<file path="src/rtl/rx_capture_pkg.sv">
// Shared encodings and default widths for the receive-channel capture block.
package rx_capture_pkg;

   localparam int DEF_DATA_W     = 12;
   localparam int DEF_DELAY_W    = 16;
   localparam int DEF_LEN_W      = 13;
   localparam int DEF_FIFO_DEPTH = 4;
   localparam int DECIM_W        = 4;

   typedef enum logic [1:0] {
      CMD_HOLD   = 2'b00,
      CMD_BUFFER = 2'b01,
      CMD_FIRE   = 2'b10,
      CMD_RESET  = 2'b11
   } cmd_e;

   typedef enum logic [2:0] {
      ST_IDLE    = 3'd0,
      ST_LOADED  = 3'd1,
      ST_DELAY   = 3'd2,
      ST_CAPTURE = 3'd3,
      ST_DONE    = 3'd4
   } state_e;

endpackage

</file>
<file path="src/rtl/rx_sample_fifo.sv">
// Small synchronous FIFO with flush; head is presented combinationally and reads 0 when empty.
module rx_sample_fifo #(
   parameter int WIDTH = 12,
   parameter int DEPTH = 4
) (
   input  logic             clk,
   input  logic             reset,
   input  logic             flush,
   input  logic             push,
   input  logic [WIDTH-1:0] push_data,
   input  logic             pop,
   output logic [WIDTH-1:0] head,
   output logic             full,
   output logic             empty
);

   localparam int AW = $clog2(DEPTH);
   localparam int PW = AW + 1;

   logic [WIDTH-1:0] mem [DEPTH];
   logic [PW-1:0]    wr_ptr;
   logic [PW-1:0]    rd_ptr;
   logic             pop_ok;
   logic             push_ok;

   assign empty   = (wr_ptr == rd_ptr);
   assign full    = (wr_ptr[AW] != rd_ptr[AW]) && (wr_ptr[AW-1:0] == rd_ptr[AW-1:0]);
   assign pop_ok  = pop && !empty;
   // A full FIFO still accepts a push when the head leaves in the same cycle.
   assign push_ok = push && (!full || pop_ok);
   assign head    = empty ? '0 : mem[rd_ptr[AW-1:0]];

   always_ff @(posedge clk) begin
      if (reset || flush) begin
         wr_ptr <= '0;
         rd_ptr <= '0;
      end else begin
         if (push_ok) wr_ptr <= wr_ptr + PW'(1);
         if (pop_ok)  rd_ptr <= rd_ptr + PW'(1);
      end
   end

   // NOTE: storage is deliberately not reset; the pointers define validity and head is masked when empty.
   always_ff @(posedge clk) begin
      if (push_ok) mem[wr_ptr[AW-1:0]] <= push_data;
   end

endmodule

</file>
<file path="src/rtl/channel_input_capture.sv">
// One receive channel: arm, fire, wait a programmed delay, then capture decimated ADC samples into a FIFO.
module channel_input_capture
   import rx_capture_pkg::*;
#(
   parameter int DATA_W     = DEF_DATA_W,
   parameter int DELAY_W    = DEF_DELAY_W,
   parameter int LEN_W      = DEF_LEN_W,
   parameter int FIFO_DEPTH = DEF_FIFO_DEPTH
) (
   input  logic               clk,
   input  logic               reset,
   input  logic [1:0]         cmd,
   input  logic [DELAY_W-1:0] recvDelay,
   input  logic [LEN_W-1:0]   recordLength,
   input  logic [DECIM_W-1:0] decim,
   input  logic               rxMask,
   input  logic [DATA_W-1:0]  adcData,
   input  logic               adcValid,
   output logic [DATA_W-1:0]  outData,
   output logic               outValid,
   input  logic               outReady,
   output logic               isActive,
   output logic               captureDone,
   output logic               overflow
);

   cmd_e               cmd_in;
   state_e             state;
   state_e             state_next;
   logic [DELAY_W-1:0] delay_q;
   logic [DELAY_W-1:0] delay_cnt;
   logic [LEN_W-1:0]   len_q;
   logic [LEN_W-1:0]   len_cnt;
   logic [DECIM_W-1:0] decim_q;
   logic [DECIM_W-1:0] dec_cnt;
   logic               mask_q;
   logic               buffer_go;
   logic               fire_go;
   logic               push_req;
   logic               pop;
   logic               flush;
   logic               fifo_full;
   logic               fifo_empty;
   logic               overflow_q;
   logic               capture_done_q;

   assign cmd_in = cmd_e'(cmd);
   assign flush  = (cmd_in == CMD_RESET);

   // NOTE: every signal driven here gets a default first so no path leaves it unassigned (no latches).
   always_comb begin
      state_next = state;
      buffer_go  = 1'b0;
      fire_go    = 1'b0;
      push_req   = 1'b0;
      if (cmd_in == CMD_RESET) begin
         state_next = ST_IDLE;
      end else begin
         case (state)
            ST_IDLE, ST_LOADED, ST_DONE: begin
               if (cmd_in == CMD_BUFFER) begin
                  buffer_go  = 1'b1;
                  state_next = ST_LOADED;
               end else if (state == ST_LOADED && cmd_in == CMD_FIRE) begin
                  fire_go = 1'b1;
                  if (len_q == '0 || !mask_q) state_next = ST_DONE;
                  else if (delay_q == '0)     state_next = ST_CAPTURE;
                  else                        state_next = ST_DELAY;
               end
            end
            ST_DELAY: begin
               if (delay_cnt == '0) state_next = ST_CAPTURE;
            end
            ST_CAPTURE: begin
               if (adcValid && dec_cnt == '0) begin
                  push_req = 1'b1;
                  if (len_cnt == LEN_W'(1)) state_next = ST_DONE;
               end
            end
            default: state_next = ST_IDLE;
         endcase
      end
   end

   // NOTE: sequential state uses non-blocking assignments so all registers update from pre-edge values.
   always_ff @(posedge clk) begin
      if (reset) state <= ST_IDLE;
      else       state <= state_next;
   end

   always_ff @(posedge clk) begin
      if (reset || cmd_in == CMD_RESET) begin
         delay_q        <= '0;
         len_q          <= '0;
         decim_q        <= '0;
         mask_q         <= 1'b0;
         delay_cnt      <= '0;
         len_cnt        <= '0;
         dec_cnt        <= '0;
         overflow_q     <= 1'b0;
         capture_done_q <= 1'b0;
      end else begin
         capture_done_q <= (state_next == ST_DONE) && (state != ST_DONE);
         if (buffer_go) begin
            delay_q    <= recvDelay;
            len_q      <= recordLength;
            decim_q    <= decim;
            mask_q     <= rxMask;
            overflow_q <= 1'b0;
         end
         if (push_req && fifo_full && !pop) overflow_q <= 1'b1;
         // Loading delay-1 makes the DELAY state last exactly the programmed number of cycles.
         if (fire_go) begin
            delay_cnt <= (delay_q == '0) ? '0 : delay_q - DELAY_W'(1);
            len_cnt   <= len_q;
            dec_cnt   <= '0;
         end
         if (state == ST_DELAY && delay_cnt != '0) delay_cnt <= delay_cnt - DELAY_W'(1);
         if (state == ST_CAPTURE && adcValid) begin
            if (dec_cnt == '0) begin
               dec_cnt <= decim_q;
               len_cnt <= len_cnt - LEN_W'(1);
            end else begin
               dec_cnt <= dec_cnt - DECIM_W'(1);
            end
         end
      end
   end

   rx_sample_fifo #(
      .WIDTH (DATA_W),
      .DEPTH (FIFO_DEPTH)
   ) u_fifo (
      .clk       (clk),
      .reset     (reset),
      .flush     (flush),
      .push      (push_req),
      .push_data (adcData),
      .pop       (pop),
      .head      (outData),
      .full      (fifo_full),
      .empty     (fifo_empty)
   );

   assign outValid    = !fifo_empty;
   assign pop         = outValid && outReady;
   assign isActive    = (state == ST_DELAY) || (state == ST_CAPTURE);
   assign captureDone = capture_done_q;
   assign overflow    = overflow_q;

endmodule

</file>
<file path="config.mk">
export PLATFORM = sky130hd
export DESIGN_NAME = channel_input_capture
export DESIGN_NICKNAME = d
export VERILOG_FILES = /design/src/rtl/rx_capture_pkg.sv /design/src/rtl/rx_sample_fifo.sv /design/src/rtl/channel_input_capture.sv
export SDC_FILE = /design/constraint.sdc
export NUM_CORES = 1
export LEC_CHECK = 0
export BUFFER_PORTS_ARGS = -buffer_cell sky130_fd_sc_hd__buf_2
export CAP_MARGIN = 15
export CORE_MARGIN = 2
export CORE_UTILIZATION = 39
export DETAILED_ROUTE_END_ITERATION = 10
export SLEW_MARGIN = 30
export SYNTH_ARGS = -nofsm -noshare
export SYNTH_HDL_FRONTEND = slang
export SYNTH_HIERARCHICAL = 1
export SYNTH_SLANG_ARGS = --single-unit
export TNS_END_PERCENT = 10
</file>
<file path="constraint.sdc">
create_clock -name clk -period 4.95 [get_ports clk]
set_input_delay 0.99 -clock clk [delete_from_list [all_inputs] [get_ports clk]]
set_output_delay 0.99 -clock clk [all_outputs]
set_load 0.03 [all_outputs]
</file>
==> run metrics, run 1 <==
crit-path max FO=12; Worst-path clk slew=60 ps; post-synthesis xor/xnor area fraction=2.73%; compound-cell area share of the yosys netlist=14.8%; n_diodes=0; adder-cell share of the synthesized area=2.26%; simple-gate share of the synthesized area=21.1%; CP required=3960 ps; library cells used by synthesis=66; status=finished clean; Post-Synthesis Cells=624; clock tree root buffer cell=clkbuf_16; Layout Cells excl Fill=908; P per Cell Area=353 nW/um^2; postcts setup bufs=0; Worst setup EP type=primary output; Seq/Total Area, Yosys=49.9%; Main synth FF type=dfxtp_1; largest net degree at the start of global routing=65; PostCTS Resize Cnt=0; setup_tns=0 ps; VDD IR max=0.243 mV; Total Nets Final=747; vias per cell=5.41; die area=16700 sq um; Longest Clk Path Bufs=2; R2R cell count=7; GRT Residual Overflow=0; 1st-pass router iterations=5; Die Ht=129 microns; Synth top area share=26.2%; placed instance count=876; mux cell area share after synthesis=5.76%; Core Rows=45; Area Growth Syn to Fin=17.8%; setup violators final=0; routed len/inst=15.5 microns; Tot GR Track Use=17.4%; vias in the first global route=4529; Top Ports=68; clock tree sinks=128; main combinational cell family by area after synthesis=simple AND/OR/NAND/NOR gates; WHS Path Cells=2; worst endpoint data arrival time=2220 ps; final clock period utilization by the worst path=64.8%; Reg area=3040 sq um; Initial DRC Count=392; HPWL Detailed=9650 microns; Final Max Slew Viols=0; vias=4910; first-pass GRT wire length=22800 microns; RD Place Congestion=0.863; fin crit period=3210 ps; Remaining DRCs=0; Post-synth ARST share=0%; Placeable Area=15300 sq um; Slew headroom=38.7%; hold buffers post-CTS=0; synthesis-stage register bit count=128; Max-Cap Viols=0; initial antenna violation count=0; Leakage Power=2.58 nW; Ys Warns=6; Yosys top cell by area=dfxtp_1; crit start category=register; Synthesized Nets=687; CTS Buf Count=17; ranking of synthesized cells by area=dfxtp_1, edfxtp_1, nand2_1; ANT nets after route=0; worst slew pin tran=912 ps; Achievable Freq=312 MHz; area occupied by multi-input gates=2850 sq um; fillers=1446; Die Span X=129 microns; RSZ-0062 raised after global routing=false; TritonCTS clock tree=yes; synthesized area=6100 sq um; IO buf count=67; overall routed net length=14000 microns; Max H-tree Level=4; Initial Utilization=40.0%; clock skew=11.7 ps; HP Class=reg2reg; Fin. Hold Viols=0; Syn Area/Cell=9.78 sq um; share of layout cells above drive strength 1=19.2%; EDFF count, synth=48; clk_lat worst skew=410 ps; critical setup path kind=reg2out
==> flip-flops by register name, summed over array words and instances, names as in the netlist, named ones only <==
signal         count
decim_q            4
delay_cnt         16
captureDone        1
dec_cnt            4
overflow           1
u_fifo/mem        48
delay_q           16
mask_q             1
len_q             13
len_cnt           13
state              3
u_fifo/rd_ptr      3
u_fifo/wr_ptr      3
==> metal layers <==
layer	up-vias	GRT usage [%]	wire [microns]
met5	-	0	0
met4	0	6.71	190
met3	18	4.05	717
met2	138	26.7	6380
met1	2336	24.2	6760
li1	2418	-	-
==> area by class of cell <==
cell class	count	share of cell area [%]
clock buffers	19	6.16
clock inverters	13	2.09
inverters	17	0.887
multi-input cells	448	39.7
flip-flops and latches	128	42.3
well taps	211	3.67
repair buffers	72	5.19
==> through the flow <==
stage	setup WS, ps	utilization, %	power [mW]	hold WS (ps)	instance area, sq um
6_report	1740	47.1	2.54	463	7190
5_1_grt	1590	47.1	2.63	498	7190
4_1_cts	1660	47.1	2.56	463	7190
3_5_place_dp	1520	43.2	1.32	455	6600
3_3_place_gp	1660	43.2	1.32	455	6600
2_1_floorplan	1730	-	1.26	436	6100
==> cells in the mapped netlist, drive strengths merged (6+ instances only) <==
master   n
a21oi   64
a31oi   11
dfxtp   80
edfxtp  48
clkbuf  24
or4      7
or3     11
nand4    7
nor3b    6
inv     17
ha      11
o21ai   19
nand2   98
nor2b   15
xnor2   14
nor2    44
mux4    12
a211oi  10
mux2i    7
nor3    17
nor4    13
buf      7
nand3    8
==> layout by cell type (no fill, tap or decap), types with 6 or more instances in the layout <==
master,Yosys,routed
nand2_1,98,98
a21oi_1,63,63
a31oi_1,11,11
mux4_2,12,12
edfxtp_1,48,48
nand4_1,7,7
buf_2,3,67
nor2b_1,15,15
or4_1,6,6
ha_1,11,11
nand3_1,8,8
mux2i_1,7,7
inv_6,0,6
or3_1,9,9
inv_1,17,17
nor3_1,17,16
dfxtp_1,80,80
nor4_1,11,11
nor2_1,42,42
clkbuf_16,0,17
xnor2_1,14,14
o21ai_0,19,19
nor3b_1,6,6
a211oi_1,10,10
==> worst max-delay path: stages (launching register included) <==
cell     delay [ps]
dfxtp_1         860
mux4_2          610
nor2b_1         150
buf_2           180
==> logic make-up (layout without fill, tap and decap cells) <==
| kind of cell | after synthesis | after routing |
|---|---|---|
| mux | 20 | 20 |
| compound gates | 143 | 143 |
| buf+inv | 48 | 121 |
| simple gates | 255 | 255 |
| fa+ha+maj | 11 | 11 |
| xor+xnor | 19 | 19 |
| flops | 128 | 128 |
==> power breakdown <==
part | total (mW) | internal (mW) | leakage, nW | switching [mW]
Combinational | 0.177 | 0.0677 | 1.22 | 0.110
Sequential | 1.12 | 1.10 | 1.08 | 0.0164
Clock | 1.24 | 0.765 | 0.281 | 0.473
Total | 2.54 | 1.94 | 2.58 | 0.599
==> path summary, 6_finish.rpt <==
check	from	endpoint	slack, ps
worst max-delay path	register	outData[8]	1740
worst min-delay path	mask_q$_SDFFE_PP0P_	mask_q$_SDFFE_PP0P_	460
worst max register to register	dec_cnt[0]$_SDFFE_PP0P_	u_fifo/mem[0][3]$_DFFE_PP_	1920
worst min register to register	mask_q$_SDFFE_PP0P_	mask_q$_SDFFE_PP0P_	460
(Power assumes the default switching activity.)
==> inputs of run 2 (changes only) <==
==> constraint.sdc (replaced) <==
create_clock -name clk -period 2.9 [get_ports clk]
set_input_delay 0.58 -clock clk [delete_from_list [all_inputs] [get_ports clk]]
set_output_delay 0.58 -clock clk [all_outputs]
set_load 0.03 [all_outputs]
==> run 2 against run 1 <==
  * Sequential share of layout area fell by 1.2 points
  * Critical path depth rose by 4
  * Worst hold slack got worse by 75 ps
  * Sequential power rose by 71%
  * Setup slack got worse by 1500 ps
  * Register-to-register slack got worse by 1600 ps
  * Power rose by 80%
  * Critical endpoint is now delay_cnt[13]$_SDFFE_PP0P_
  * Clock skew fell by 3.2 ps
  * Via count rose by 2.1%
  * Core utilization rose by 1.3 points
  * Sequential cell count did not move
  * Non-clock buffer count rose by 17
==> run metrics, run 2 (synthesis gave the netlist of run 1 again) <==
n_diodes=0 (unchanged); Worst-path clk slew=60 ps (about the same); Achievable Freq=382 MHz; clock tree root buffer cell=clkbuf_16; GRT Residual Overflow=0 (unchanged); fillers=1425 (-1.5%); Slew headroom=48.9% (+10 points); Max H-tree Level=4 (unchanged); final clock period utilization by the worst path=90.2%; Reg area=3040 sq um (unchanged); Initial Utilization=40.0% (unchanged); Die Ht=129 microns (unchanged); first-pass GRT wire length=23800 microns (+4.4%); vias per cell=5.42 (+0.22%); worst hold slack=388 ps (-74.7 ps); VDD IR max=0.548 mV (+130%); setup violators final=0 (unchanged); Placeable Area=15300 sq um (unchanged); HPWL Detailed=10100 microns (+4.9%); clock skew=8.55 ps (-3.18 ps); share of layout cells above drive strength 1=21.4% (+2.2 points); Tot GR Track Use=18.2% (+0.75 points); placed instance count=893 (+1.9%); RD Place Congestion=0.876 (+1.5%); Remaining DRCs=0 (unchanged); largest net degree at the start of global routing=43 (-34%); Max-Cap Viols=0 (unchanged); vias in the first global route=4790 (+5.8%); Total Nets Final=764 (+2.3%); hold buffers post-CTS=0 (unchanged); HP Class=in2reg; clk_lat worst skew=420 ps (about the same); commonest non-fill, non-tap cell in the layout=nand2_1; Layout Cells excl Fill=925 (+1.9%); Core Rows=45 (unchanged); crit-path max FO=10 (-2); Die Span X=129 microns (unchanged); number of flip-flops in the largest register=48 (unchanged); vias=5013 (+2.1%); CTS Buf Count=17 (unchanged); Top Ports=68 (unchanged); worst endpoint data arrival time=2920 ps (+700 ps); overall routed net length=14300 microns (+1.6%); setup_tns=0 ps (unchanged); Leakage Power=2.70 nW (+4.8%); Area Growth Syn to Fin=21.1%; Final Max Slew Viols=0 (unchanged); Longest Clk Path Bufs=2 (unchanged); Worst setup EP type=register; critical setup path kind=reg2reg; crit start category=register; Initial DRC Count=344 (-12%); total power=4.57 mW (+80%); Worst Slack Setup Final=284 ps (-1460 ps); fin crit period=2620 ps; P per Cell Area=618 nW/um^2 (+75%); status=finished clean; CP required=3200 ps (-760 ps); 1st-pass router iterations=7 (+2); routed len/inst=15.4 microns (-0.24%); Fin. Hold Viols=0 (unchanged); die area=16700 sq um (unchanged); commonest non-fill, non-tap cells in the layout=nand2_1, dfxtp_1, buf_2; initial antenna violation count=0 (unchanged); PostCTS Resize Cnt=0 (unchanged); postcts setup bufs=0 (unchanged); TritonCTS clock tree=yes; area occupied by multi-input gates=2860 sq um (+0.22%); clock tree sinks=128 (unchanged); RSZ-0062 raised after global routing=false; ANT nets after route=0 (unchanged); IO buf count=67 (unchanged); worst slew pin tran=764 ps (-147 ps); worst slack, placed=291 ps (-1230 ps)
run 2: cell count changes in the layout (fill, tap and decap cells not counted), moves of 2 or more:
cell	change
buf_4	+16
clkinv_4	+3
inv_6	-2
clkinvlp_4	-2
bufinv_16	+2
inv_8	+2
run 2: power by group:
part           internal [mW]  switching [mW]
combinational          0.128           0.189
sequential              1.89          0.0273
clock                   1.47           0.867
total                   3.48            1.08
run 2: routing by layer:
layer / GRT usage, % / routed length (microns) / up-vias
li1: - / - / 2454
met4: 6.65 / 246 / 0
met3: 5.00 / 938 / 22
met2: 27.9 / 6380 / 162
met1: 24.8 / 6710 / 2375
met5: 0 / 0 / -
run 2: cell type report:
cell class,count,area share (%)
Clock inverter,15,3.01
Clock buffer,17,5.75
Tap cell,211,3.57
Inverter,17,0.863
Timing Repair Buffer,89,6.94
Sequential cell,128,41.2
Multi-Input combinational cell,448,38.7
run 2: per-stage QoR:
step	utilization (%)	cell area [sq um]
3_3_place_gp	44.2	6740
3_5_place_dp	44.2	6740
2_1_floorplan	-	6110
6_report	48.4	7390
4_1_cts	48.4	7390
5_1_grt	48.4	7390
run 2: final timing paths:
kind,start,end,slack (ps),cells after the start
worst max register to register,delay_cnt[0]$_SDFFE_PP0P_,delay_cnt[13]$_SDFFE_PP0P_,280,7
worst max-delay path,delay_cnt[0]$_SDFFE_PP0P_,delay_cnt[13]$_SDFFE_PP0P_,280,7
worst min-delay path,adcData[2],u_fifo/mem[1][2]$_DFFE_PP_,390,1
worst min register to register,mask_q$_SDFFE_PP0P_,mask_q$_SDFFE_PP0P_,460,2
run 2: critical path, stage by stage, from the launching register on:
cell	delay, ps
dfxtp_1	340
inv_1	80
ha_1	200
or4b_1	470
or4_1	680
a21oi_4	350
nor4_1	90
o311a_1	290
==> inputs of run 3 (changes only) <==
--- a/config.mk
+++ b/config.mk
@@ -5,10 +5,12 @@
 export SDC_FILE = /design/constraint.sdc
 export NUM_CORES = 1
 export LEC_CHECK = 0
+export ABC_AREA = 1
 export BUFFER_PORTS_ARGS = -buffer_cell sky130_fd_sc_hd__buf_2
 export CAP_MARGIN = 15
 export CORE_MARGIN = 2
 export CORE_UTILIZATION = 39
+export CTS_CLUSTER_SIZE = 30
 export DETAILED_ROUTE_END_ITERATION = 10
 export SLEW_MARGIN = 30
 export SYNTH_ARGS = -nofsm -noshare
==> run 3 against run 2 <==
  * Register-to-register slack better by 380 ps
  * Via count up 12%
  * Cell count up 26%
  * Clock skew down 1.9 ps
  * Clock power down 9.8%
  * Critical endpoint is now outData[9]
  * Highest routed layer unchanged
  * Global-route usage down 0.17 points
  * Largest power group unchanged
  * Non-clock buffer count down 15
==> run metrics, run 3 <==
critical-path cell list=buf_4, nor2_1, o32ai_1, nand2_1, inv_1, buf_2; Ys Warns=6 (unchanged); Worst-path clk slew=60 ps (about the same); CP max stage delay=670 ps (about the same); 1st-pass router iterations=5 (-2); post-route design area=7720 sq um (+4.5%); share of layout cells above drive strength 1=16.0% (-5.4 points); RSZ-0062 raised after global routing=false; vias in the first global route=5116 (+6.8%); synthesized area=6680 sq um (+9.4%); Synth top area share=24.0% (-2.3 points); EDFF count, synth=48 (unchanged); die area=18200 sq um (+9.1%); IO buf count=67 (unchanged); commonest non-fill, non-tap cell in the layout=nor2_1; Core Rows=47 (+4.4%); n_diodes=0 (unchanged); GRT Residual Overflow=0 (unchanged); number of flip-flops in the largest register=48 (unchanged); fillers=1669 (+17%); RD Place Congestion=0.835 (-4.8%); Leakage Power=3.45 nW (+28%); first-pass GRT wire length=25600 microns (+7.5%); commonest non-fill, non-tap cells in the layout=nor2_1, nand2_1, inv_1; largest net degree at the start of global routing=45 (+4.7%); HPWL Detailed=11200 microns (+11%); Total Nets Final=995 (+30%); R2R cell count=9 (+2); Max H-tree Level=4 (unchanged); Tot GR Track Use=18.0% (-0.17 points); library cells used by synthesis=44 (-33%); postcts setup bufs=0 (unchanged); worst slew pin tran=902 ps (+138 ps); Post-synth ARST share=0% (unchanged); Syn Area/Cell=7.68 sq um (-21%); final clock period utilization by the worst path=89.2% (-1.0 points); Placed Area=7130 sq um (+5.8%); Synthesized Nets=932 (+36%); Placeable Area=16600 sq um (+9.1%); ANT nets after route=0 (unchanged); area occupied by multi-input gates=3010 sq um (+5.2%); synthesis-stage register bit count=128 (unchanged); CP max-delay cell=dfxtp_1; routed len/inst=13.4 microns (-13%); clock tree sinks=128 (unchanged); Initial Utilization=40.1% (+0.13 points); overall routed net length=15600 microns (+9.4%); ranking of synthesized cells by area=dfxtp_1, edfxtp_1, nor2_1; worst slack, placed=645 ps (+355 ps); WHS Path Cells=1 (unchanged); TritonCTS clock tree=yes; Longest Clk Path Bufs=2 (unchanged); Slew headroom=39.9% (-9.1 points); clk_lat worst skew=420 ps (about the same); clock skew=6.66 ps (-1.89 ps); P per Cell Area=579 nW/um^2 (-6.3%); status=finished clean; Final Max Slew Viols=0 (unchanged); Achievable Freq=387 MHz (+1.2%); clock tree root buffer cell=clkbuf_16; vias per cell=4.83 (-11%); top-count cell post-synth=nor2_1; critical setup path kind=reg2out; fin crit period=2590 ps (-30.1 ps); Reg area=3040 sq um (unchanged); Top Ports=68 (unchanged); Die Ht=135 microns (+4.5%); crit start category=register; top cells by instance count after synthesis=nor2_1, nand2_1, inv_1; Yosys top cell by area=dfxtp_1; initial antenna violation count=0 (unchanged); Worst Slack Setup Final=315 ps (+30.1 ps); Reg2Reg Setup Slack=660 ps (+380 ps); RR Endpoint=u_fifo/mem[0][8]$_DFFE_PP_; Hold Crit Start=adcData[11]; Worst setup EP type=primary output; Initial DRC Count=357 (+3.8%); HP Class=in2reg; PostCTS Resize Cnt=0 (unchanged); crit-path max FO=17 (+7); Post-Synthesis Cells=869 (+39%); hold buffers post-CTS=0 (unchanged); worst endpoint data arrival time=2010 ps (-910 ps); Die Span X=135 microns (+4.5%); Area Growth Syn to Fin=15.6%; Max-Cap Viols=0 (unchanged); CTS Buf Count=17 (unchanged); Main synth FF type=dfxtp_1; CP required=2320 ps (-880 ps); vias=5622 (+12%); Remaining DRCs=0 (unchanged); setup violators final=0 (unchanged); setup_tns=0 ps (unchanged); VDD IR max=0.509 mV (-7.1%); Seq/Total Area, Yosys=45.6% (-4.3 points); Worst R2R Start=dec_cnt[0]$_SDFFE_PP0P_; Fin. Hold Viols=0 (unchanged); Hold EP=u_fifo/mem[1][11]$_DFFE_PP_
[run 3: worst max-delay path by stage]
stage / cells past startpoint / from / slack (ps) / endpoint
CTS: 6 / register / 290 / outData[11]
global placement: 9 / dec_cnt[0]$_SDFFE_PP0P_ / 710 / u_fifo/mem[0][7]$_DFFE_PP_
detailed placement: 9 / dec_cnt[0]$_SDFFE_PP0P_ / 650 / u_fifo/mem[0][6]$_DFFE_PP_
floorplan: 13 / u_fifo/wr_ptr[1]$_SDFFE_PP0P_ / 390 / u_fifo/mem[0][0]$_DFFE_PP_
finish: 6 / register / 310 / outData[9]
global route: 6 / register / 40 / outData[0]
[run 3: logic make-up (layout without fill, tap and decap cells)]
| group | Yosys count | after routing | share of synthesized area [%] |
|---|---|---|---|
| XOR/XNOR | 19 | 19 | 2.61 |
| AO/OA/AOI/OAI | 172 | 172 | 14.1 |
| buffers and inverters | 137 | 213 | 9.45 |
| flip-flops | 128 | 128 | 45.6 |
| AND/OR/NAND/NOR | 402 | 402 | 26.2 |
| adder cells (fa/ha/maj) | 11 | 11 | 2.06 |
[run 3: final cells by class]
cell class	instances	area share [%]
well taps	220	3.57
clock inverters	14	2.06
inverters	107	5.27
flip-flops and latches	128	39.4
multi-input cells	604	39.0
clock buffers	18	5.56
repair buffers	74	5.19
[run 3: worst max-delay path, delay by kind of cell, from the launching register on]
family                 cells  cell delay, ps
buffers and inverters      3             490
and+or+nand+nor            2             150
AOI/OAI and AO/OA          1             270
DFF                        1             670
[run 3: report_power, final]
group          internal (mW)  leakage [nW]  total (mW)  switching, mW
Combinational          0.150          2.10       0.433          0.283
Clock                   1.28         0.275        2.11          0.836
Sequential              1.90          1.08        1.92         0.0290
Total                   3.32          3.45        4.47           1.15
[run 3: stage by stage]
step	std cells	total power, mW	utilization [%]	hold slack [ps]
4_1_cts	1165	4.52	46.4	379
6_report	1165	4.47	46.4	393
5_1_grt	1165	4.65	46.4	380
2_1_floorplan	869	2.26	-	430
3_3_place_gp	1133	2.40	42.9	454
3_5_place_dp	1133	2.39	42.9	456
[run 3: routing by layer]
metal	up-vias	routed length [microns]	GRT usage, %
li1	2963	-	-
met1	2510	7820	25.1
met2	126	6820	27.2
met3	23	716	4.09
met4	0	250	6.90
met5	-	0	0
